[config.mk]
export PLATFORM = sky130hd
export DESIGN_NAME = i2c_target_rx
export DESIGN_NICKNAME = d
export VERILOG_FILES = /design/src/rtl/i2c_target_rx.sv
export SDC_FILE = /design/constraint.sdc
export NUM_CORES = 1
export LEC_CHECK = 0
export CORE_ASPECT_RATIO = 1.2
export CORE_MARGIN = 4
export CORE_UTILIZATION = 45
export DETAILED_ROUTE_END_ITERATION = 7
export MAX_ROUTING_LAYER = met4
export PLACE_DENSITY = 0.77
export SYNTH_ARGS = -nofsm -noshare
export SYNTH_HDL_FRONTEND = slang
export SYNTH_SLANG_ARGS = --single-unit
[constraint.sdc]
create_clock -name Clock -period 2.2 [get_ports Clock]
set_input_delay 0.33 -clock Clock [delete_from_list [all_inputs] [get_ports Clock]]
set_output_delay 0.33 -clock Clock [all_outputs]
set_load 0.02 [all_outputs]
[src/rtl/i2c_target_rx.sv]
// ---------------------------------------------------------------------------
// i2c_target_rx
//   Write-only I2C target receiver. SCL/SDA are oversampled on Clock,
//   START/STOP conditions are detected, and a 7-bit address is matched. The
//   block ACKs a matching write address and every accepted data byte by
//   pulling SDA low (open-drain). Each accepted byte is delivered on
//   Data/DataValid. Read requests, foreign addresses and bytes the sink
//   cannot take (Ready = 0) are NACKed by leaving SDA released.
//
// Optional feature (macro I2C_GLITCH_FILTER_EN):
//   When defined, each synchronized line passes through a filter. A new level
//   is accepted only after FILT_CYCLES consecutive equal samples. Shorter
//   pulses are discarded, and every edge gains FILT_CYCLES cycles of latency.
//   When undefined, an edge becomes visible 3 Clock cycles after the pin
//   changes.
//
// Ports
//   Clock      in   system clock, at least 8x the SCL rate
//   Reset_n    in   synchronous active-low reset
//   SCL_in     in   bus SCL level (asynchronous)
//   SDA_in     in   bus SDA level (asynchronous)
//   SDA_oe     out  1 = pull SDA low, 0 = release
//   Ready      in   sink can accept a byte; sampled at the 8th data bit
//   Data       out  last accepted data byte, MSB received first
//   DataValid  out  one-cycle strobe marking a new Data value
//   Busy       out  high from a matched address ACK until STOP/START
//   state_dbg  out  current FSM state encoding (debug visibility)
//
// Handshake: Data/DataValid is a push-only strobe with no back-pressure on
// the strobe itself. Ready is sampled only on the 8th SCL rise of a data
// byte. If Ready is low then, the byte is NACKed and never presented.
// ---------------------------------------------------------------------------
module i2c_target_rx #(
  parameter logic [6:0] ADDR        = 7'h42,
  parameter int         FILT_CYCLES = 3
) (
  input  logic       Clock,
  input  logic       Reset_n,
  input  logic       SCL_in,
  input  logic       SDA_in,
  output logic       SDA_oe,
  input  logic       Ready,
  output logic [7:0] Data,
  output logic       DataValid,
  output logic       Busy,
  output logic [2:0] state_dbg
);

  typedef enum logic [2:0] {
    ST_IDLE     = 3'd0,
    ST_ADDR     = 3'd1,
    ST_ADDR_ACK = 3'd2,
    ST_DATA     = 3'd3,
    ST_DATA_ACK = 3'd4,
    ST_IGNORE   = 3'd5
  } state_t;

  if (FILT_CYCLES < 1 || FILT_CYCLES > 15) begin : g_filt_range
    $error("FILT_CYCLES must be within 1..15");
  end

  // -------------------------------------------------------------------------
  // Two-flop synchronizers. They reset to 1 so the bus looks idle.
  // -------------------------------------------------------------------------
  logic scl_s1_q, scl_s2_q, sda_s1_q, sda_s2_q;

  always_ff @(posedge Clock) begin
    if (!Reset_n) begin
      scl_s1_q <= 1'b1;
      scl_s2_q <= 1'b1;
      sda_s1_q <= 1'b1;
      sda_s2_q <= 1'b1;
    end else begin
      scl_s1_q <= SCL_in;
      scl_s2_q <= scl_s1_q;
      sda_s1_q <= SDA_in;
      sda_s2_q <= sda_s1_q;
    end
  end

  logic scl_lvl, sda_lvl;

`ifdef I2C_GLITCH_FILTER_EN
  // A counter tracks how long the synchronized sample has disagreed with the
  // accepted level. The new level is taken on the FILT_CYCLES-th
  // consecutive disagreeing sample.
  localparam logic [3:0] FILT_LAST = 4'(FILT_CYCLES - 1);

  logic       scl_f_q, scl_f_d, sda_f_q, sda_f_d;
  logic [3:0] scl_cnt_q, scl_cnt_d, sda_cnt_q, sda_cnt_d;

  always_comb begin
    scl_f_d   = scl_f_q;
    scl_cnt_d = 4'd0;
    if (scl_s2_q != scl_f_q) begin
      if (scl_cnt_q == FILT_LAST) scl_f_d   = scl_s2_q;
      else                        scl_cnt_d = scl_cnt_q + 4'd1;
    end
    sda_f_d   = sda_f_q;
    sda_cnt_d = 4'd0;
    if (sda_s2_q != sda_f_q) begin
      if (sda_cnt_q == FILT_LAST) sda_f_d   = sda_s2_q;
      else                        sda_cnt_d = sda_cnt_q + 4'd1;
    end
  end

  always_ff @(posedge Clock) begin
    if (!Reset_n) begin
      scl_f_q   <= 1'b1;
      sda_f_q   <= 1'b1;
      scl_cnt_q <= 4'd0;
      sda_cnt_q <= 4'd0;
    end else begin
      scl_f_q   <= scl_f_d;
      sda_f_q   <= sda_f_d;
      scl_cnt_q <= scl_cnt_d;
      sda_cnt_q <= sda_cnt_d;
    end
  end

  assign scl_lvl = scl_f_q;
  assign sda_lvl = sda_f_q;
`else
  assign scl_lvl = scl_s2_q;
  assign sda_lvl = sda_s2_q;
`endif

  // -------------------------------------------------------------------------
  // Edge and bus-condition detection against the previous sample
  // -------------------------------------------------------------------------
  logic scl_prev_q, sda_prev_q;

  always_ff @(posedge Clock) begin
    if (!Reset_n) begin
      scl_prev_q <= 1'b1;
      sda_prev_q <= 1'b1;
    end else begin
      scl_prev_q <= scl_lvl;
      sda_prev_q <= sda_lvl;
    end
  end

  logic scl_rise, scl_fall, start_det, stop_det;

  // SCL must be high in both samples. If both lines move in the same sample,
  // the SCL edge is processed rather than a START/STOP.
  assign scl_rise  =  scl_lvl & ~scl_prev_q;
  assign scl_fall  = ~scl_lvl &  scl_prev_q;
  assign start_det =  scl_lvl &  scl_prev_q &  sda_prev_q & ~sda_lvl;
  assign stop_det  =  scl_lvl &  scl_prev_q & ~sda_prev_q &  sda_lvl;

  // -------------------------------------------------------------------------
  // Protocol FSM
  // -------------------------------------------------------------------------
  state_t     state_q, state_d;
  logic [3:0] bit_cnt_q, bit_cnt_d;
  logic [7:0] shreg_q, shreg_d;
  logic [7:0] data_q, data_d;
  logic       sda_oe_q, sda_oe_d;
  logic       dv_q, dv_d;
  logic       busy_q, busy_d;
  logic [7:0] byte_in;

  // Byte as it stands once the current SDA sample is shifted in
  assign byte_in = {shreg_q[6:0], sda_lvl};

  always_comb begin
    state_d   = state_q;
    bit_cnt_d = bit_cnt_q;
    shreg_d   = shreg_q;
    data_d    = data_q;
    sda_oe_d  = sda_oe_q;
    dv_d      = 1'b0;
    busy_d    = busy_q;

    if (start_det) begin
      state_d   = ST_ADDR;
      bit_cnt_d = 4'd0;
      sda_oe_d  = 1'b0;
      busy_d    = 1'b0;
    end else if (stop_det) begin
      state_d  = ST_IDLE;
      sda_oe_d = 1'b0;
      busy_d   = 1'b0;
    end else begin
      unique case (state_q)
        ST_IDLE: ;

        ST_ADDR, ST_DATA: begin
          if (scl_rise) begin
            shreg_d   = byte_in;
            bit_cnt_d = bit_cnt_q + 4'd1;
            if (bit_cnt_q == 4'd7) begin
              if (state_q == ST_ADDR) begin
                if (byte_in[7:1] == ADDR && !byte_in[0]) state_d = ST_ADDR_ACK;
                else                                     state_d = ST_IGNORE;
              end else if (Ready) begin
                data_d  = byte_in;
                dv_d    = 1'b1;
                state_d = ST_DATA_ACK;
              end else begin
                state_d = ST_IGNORE;
              end
            end
          end
        end

        // The first SCL fall after the 8th rise starts driving the ACK. The
        // following fall, which ends the 9th high phase, releases it. Either
        // way SDA_oe only moves while SCL is low.
        ST_ADDR_ACK, ST_DATA_ACK: begin
          if (scl_fall) begin
            if (!sda_oe_q) begin
              sda_oe_d = 1'b1;
            end else begin
              sda_oe_d  = 1'b0;
              bit_cnt_d = 4'd0;
              state_d   = ST_DATA;
              if (state_q == ST_ADDR_ACK) busy_d = 1'b1;
            end
          end
        end

        ST_IGNORE: sda_oe_d = 1'b0;

        default: state_d = ST_IDLE;
      endcase
    end
  end

  always_ff @(posedge Clock) begin
    if (!Reset_n) begin
      state_q   <= ST_IDLE;
      bit_cnt_q <= 4'd0;
      shreg_q   <= 8'h00;
      data_q    <= 8'h00;
      sda_oe_q  <= 1'b0;
      dv_q      <= 1'b0;
      busy_q    <= 1'b0;
    end else begin
      state_q   <= state_d;
      bit_cnt_q <= bit_cnt_d;
      shreg_q   <= shreg_d;
      data_q    <= data_d;
      sda_oe_q  <= sda_oe_d;
      dv_q      <= dv_d;
      busy_q    <= busy_d;
    end
  end

  assign SDA_oe    = sda_oe_q;
  assign Data      = data_q;
  assign DataValid = dv_q;
  assign Busy      = busy_q;
  assign state_dbg = state_q;

endmodule

==> metrics <==
status finished, final reports clean; Clk pwr share 21.5%; Syn Inst Count 143; FF+latch count, synth 31; skew final 9.37 ps; final hold vios 0; Area growth, synth to finish 17.4%; Yosys cell types 46; vias in the first global route 1118; end of the critical path state_dbg[0]; All-Layer GR Usage 15.2%; GR peak layer met2; met1 usage 18.0%; top area cells in the synthesized netlist dfxtp_1 44%, mux2i_1 11%, nand2_1 5.9%; critical path data arrival time 1600 ps; CP Capture Type primary output; critical path, cell by cell clkdlybuf4s50_1; Setup TNS 0 ps; RSZ-0062 raised after global routing no; Place WS 291 ps; Final ANT Viol Nets 0; Synthesis Warnings 0; setup ws final 270 ps; Internal Pwr Total 0.927 mW; FF/Latch Area 621 µm²; die extent in y 69.1 µm; Post-layout nets 169; core area 0.00289 mm²; sequential area share after synthesis 44.3%; syn_nets 149; Vias/cell 5.79; # resized after CTS 0; Final GP Congestion 0.843; synthesized area 0.00140 mm²; met2 usage 21.9%; Critical Path Source Type flip-flop; # port buffers 18; slowest stage delay, CP 690 ps; r2r setup slk 280 ps; post-layout util 56.9%; Total Wirelength 2720 µm; ant diodes 0; share of cells above drive strength 1 10.4%; ys flop type dfxtp_1; FF-to-FF End Data[1]$_SDFFE_PN0P_; Peak VDD IR 0.538 mV; Top delay family on crit path buffers and inverters; maximum buffer depth of the clock tree 2; fillcell total 269; Root Driver clkbuf_4; CP max-delay cell clkdlybuf4s50_1; # DRC 0; post-CTS setup buffer count 0; worst path bufs/invs 1; cts hold-fix bufs 0; Hold Path Class reg -> reg; Flop pwr share 44.6%; iteration count of the initial detailed-routing pass 4; TritonCTS clock tree built; Leakage 0.555 nW; IO Count 19; first-pass GRT wire length 4710 µm; most common cell in the netlist dfxtp_1; switching power share of the total 37.5%; die area 0.00407 mm²; residual overflow from global routing 0; area of the multi-input gates 728 µm²; post-synth top area cell dfxtp_1; worst r2r src state_dbg[0]$_SDFFE_PN0P_; via count 1146; Crit Path Class reg -> out; global-route met3 utilization 3.54%; top cells by instance count after synthesis 31 x dfxtp_1, 22 x nand2_1, 15 x mux2i_1, 6 x nand2b_1; fmax 0.518 GHz; Crit Path Max Fanout 15; Comb power frac 33.9%; Clock transition at path regs 100 ps; initial antenna violation count 0; Synth top area share 44.3%; critical path depth 1; Post-Place Cell Area 0.00159 mm²; Slew Viols, Final 0; Final Setup Violations 0; Num CTS Buffers 5; EDFF count, synth 0; ys async rst share 0%; routed len/inst 13.8 µm; die width 58.9 µm; R2R cell count 4; CP startpoint state_dbg[0]$_SDFFE_PN0P_; PwrDens 902 mW/mm²; P_sw 0.556 mW; clock network latency to the later pin of the worst-skew pair 330 ps; Final period util 87.7%; fin crit period 1930 ps; max-cap viol count 0; clk sinks 31; Mapped Avg Cell Area 9.79 µm²; Least-Margin Pin Slew 637 ps; drt initial violations 39; CP required 1870 ps; largest net degree at the start of global routing 23; max_slew headroom 57.6%; Final Cell Area 0.00164 mm²; DP HPWL 1990 µm; num rows 21; Starting Density 48.4%; CTS H-tree depth 2
-- metrics by stage --
| stage | total power, mW | cells | hold slack, ps |
|---|---|---|---|
| after detailed placement | 1.17 | 190 | 401 |
| after global placement | 1.15 | 190 | 393 |
| after global routing | 1.57 | 198 | 454 |
| final | 1.48 | 198 | 418 |
| after floorplan | 1.08 | 143 | 386 |
| after CTS | 1.48 | 198 | 424 |
-- worst min path at each step --
stage | startpoint | to | cells after the start
after floorplan | scl_s1_q$_SDFF_PN1_ | scl_lvl$_SDFF_PN1_ | 1
after global placement | sda_s1_q$_SDFF_PN1_ | sda_lvl$_SDFF_PN1_ | 1
final | sda_s1_q$_SDFF_PN1_ | sda_lvl$_SDFF_PN1_ | 1
after global routing | scl_s1_q$_SDFF_PN1_ | scl_lvl$_SDFF_PN1_ | 1
after CTS | sda_s1_q$_SDFF_PN1_ | sda_lvl$_SDFF_PN1_ | 1
after detailed placement | scl_s1_q$_SDFF_PN1_ | scl_lvl$_SDFF_PN1_ | 1
-- registers in the layout, summed over array words and instances (netlist names) --
name	flops
scl_prev_q	1
SDA_oe	1
Data	8
DataValid	1
bit_cnt_q	4
scl_s1_q	1
shreg_q	7
sda_s1_q	1
scl_lvl	1
state_dbg	3
sda_prev_q	1
Busy	1
sda_lvl	1
-- metal layers --
metal	wire length, µm	up-vias
li1	-	568
met1	1200	538
met2	1320	34
met3	136	6
met4	63	0
met5	0	-
-- cells in the final DEF, fill, tap and decap left out, drive strengths merged, types with 2 or more instances in the layout --
cell type       n
xnor2           2
nor4b           2
nand3           3
nor4            2
o2111ai         2
nor2            3
nor2b           2
o21ai           4
a211o           2
clkdlybuf4s50  18
nand2          22
nand3b          2
nor3            5
nand2b          6
a32o            2
clkbuf          6
a21oi           4
inv             3
a221oi          2
dfxtp          31
nand4b          2
mux2i          15
or2             2
-- power by group through the flow --
stage          combinational [mW]  sequential [mW]  clock, mW
2_1_floorplan               0.422            0.659          0
3_3_place_gp                0.483            0.671          0
3_5_place_dp                0.493            0.674          0
4_1_cts                     0.497            0.660      0.327
5_1_grt                     0.549            0.670      0.354
6_report                    0.503            0.662      0.318
-- cell families (layout without fill, tap and decap cells) --
| kind of cell | count (synthesis) | count (layout) | share of synthesized area [%] |
|---|---|---|---|
| and+or+nand+nor | 61 | 61 | 26.4 |
| DFF | 31 | 31 | 44.3 |
| adders and majority gates | 1 | 1 | 0.894 |
| muxes | 15 | 15 | 10.7 |
| xor gates and xnor gates | 2 | 2 | 1.25 |
| buffers and inverters | 9 | 30 | 3.66 |
| AOI/OAI and AO/OA | 24 | 24 | 12.8 |
-- area by class of cell --
cell class / instances / share of cell area (%)
Clock buffer: 6 / 2.51
Clock inverter: 2 / 0.761
Timing Repair Buffer: 19 / 11.4
Sequential cell: 31 / 37.7
Multi-Input combinational cell: 103 / 44.3
Tap cell: 34 / 2.59
Inverter: 3 / 0.685
Note: power is estimated with default switching activity, not from simulation.
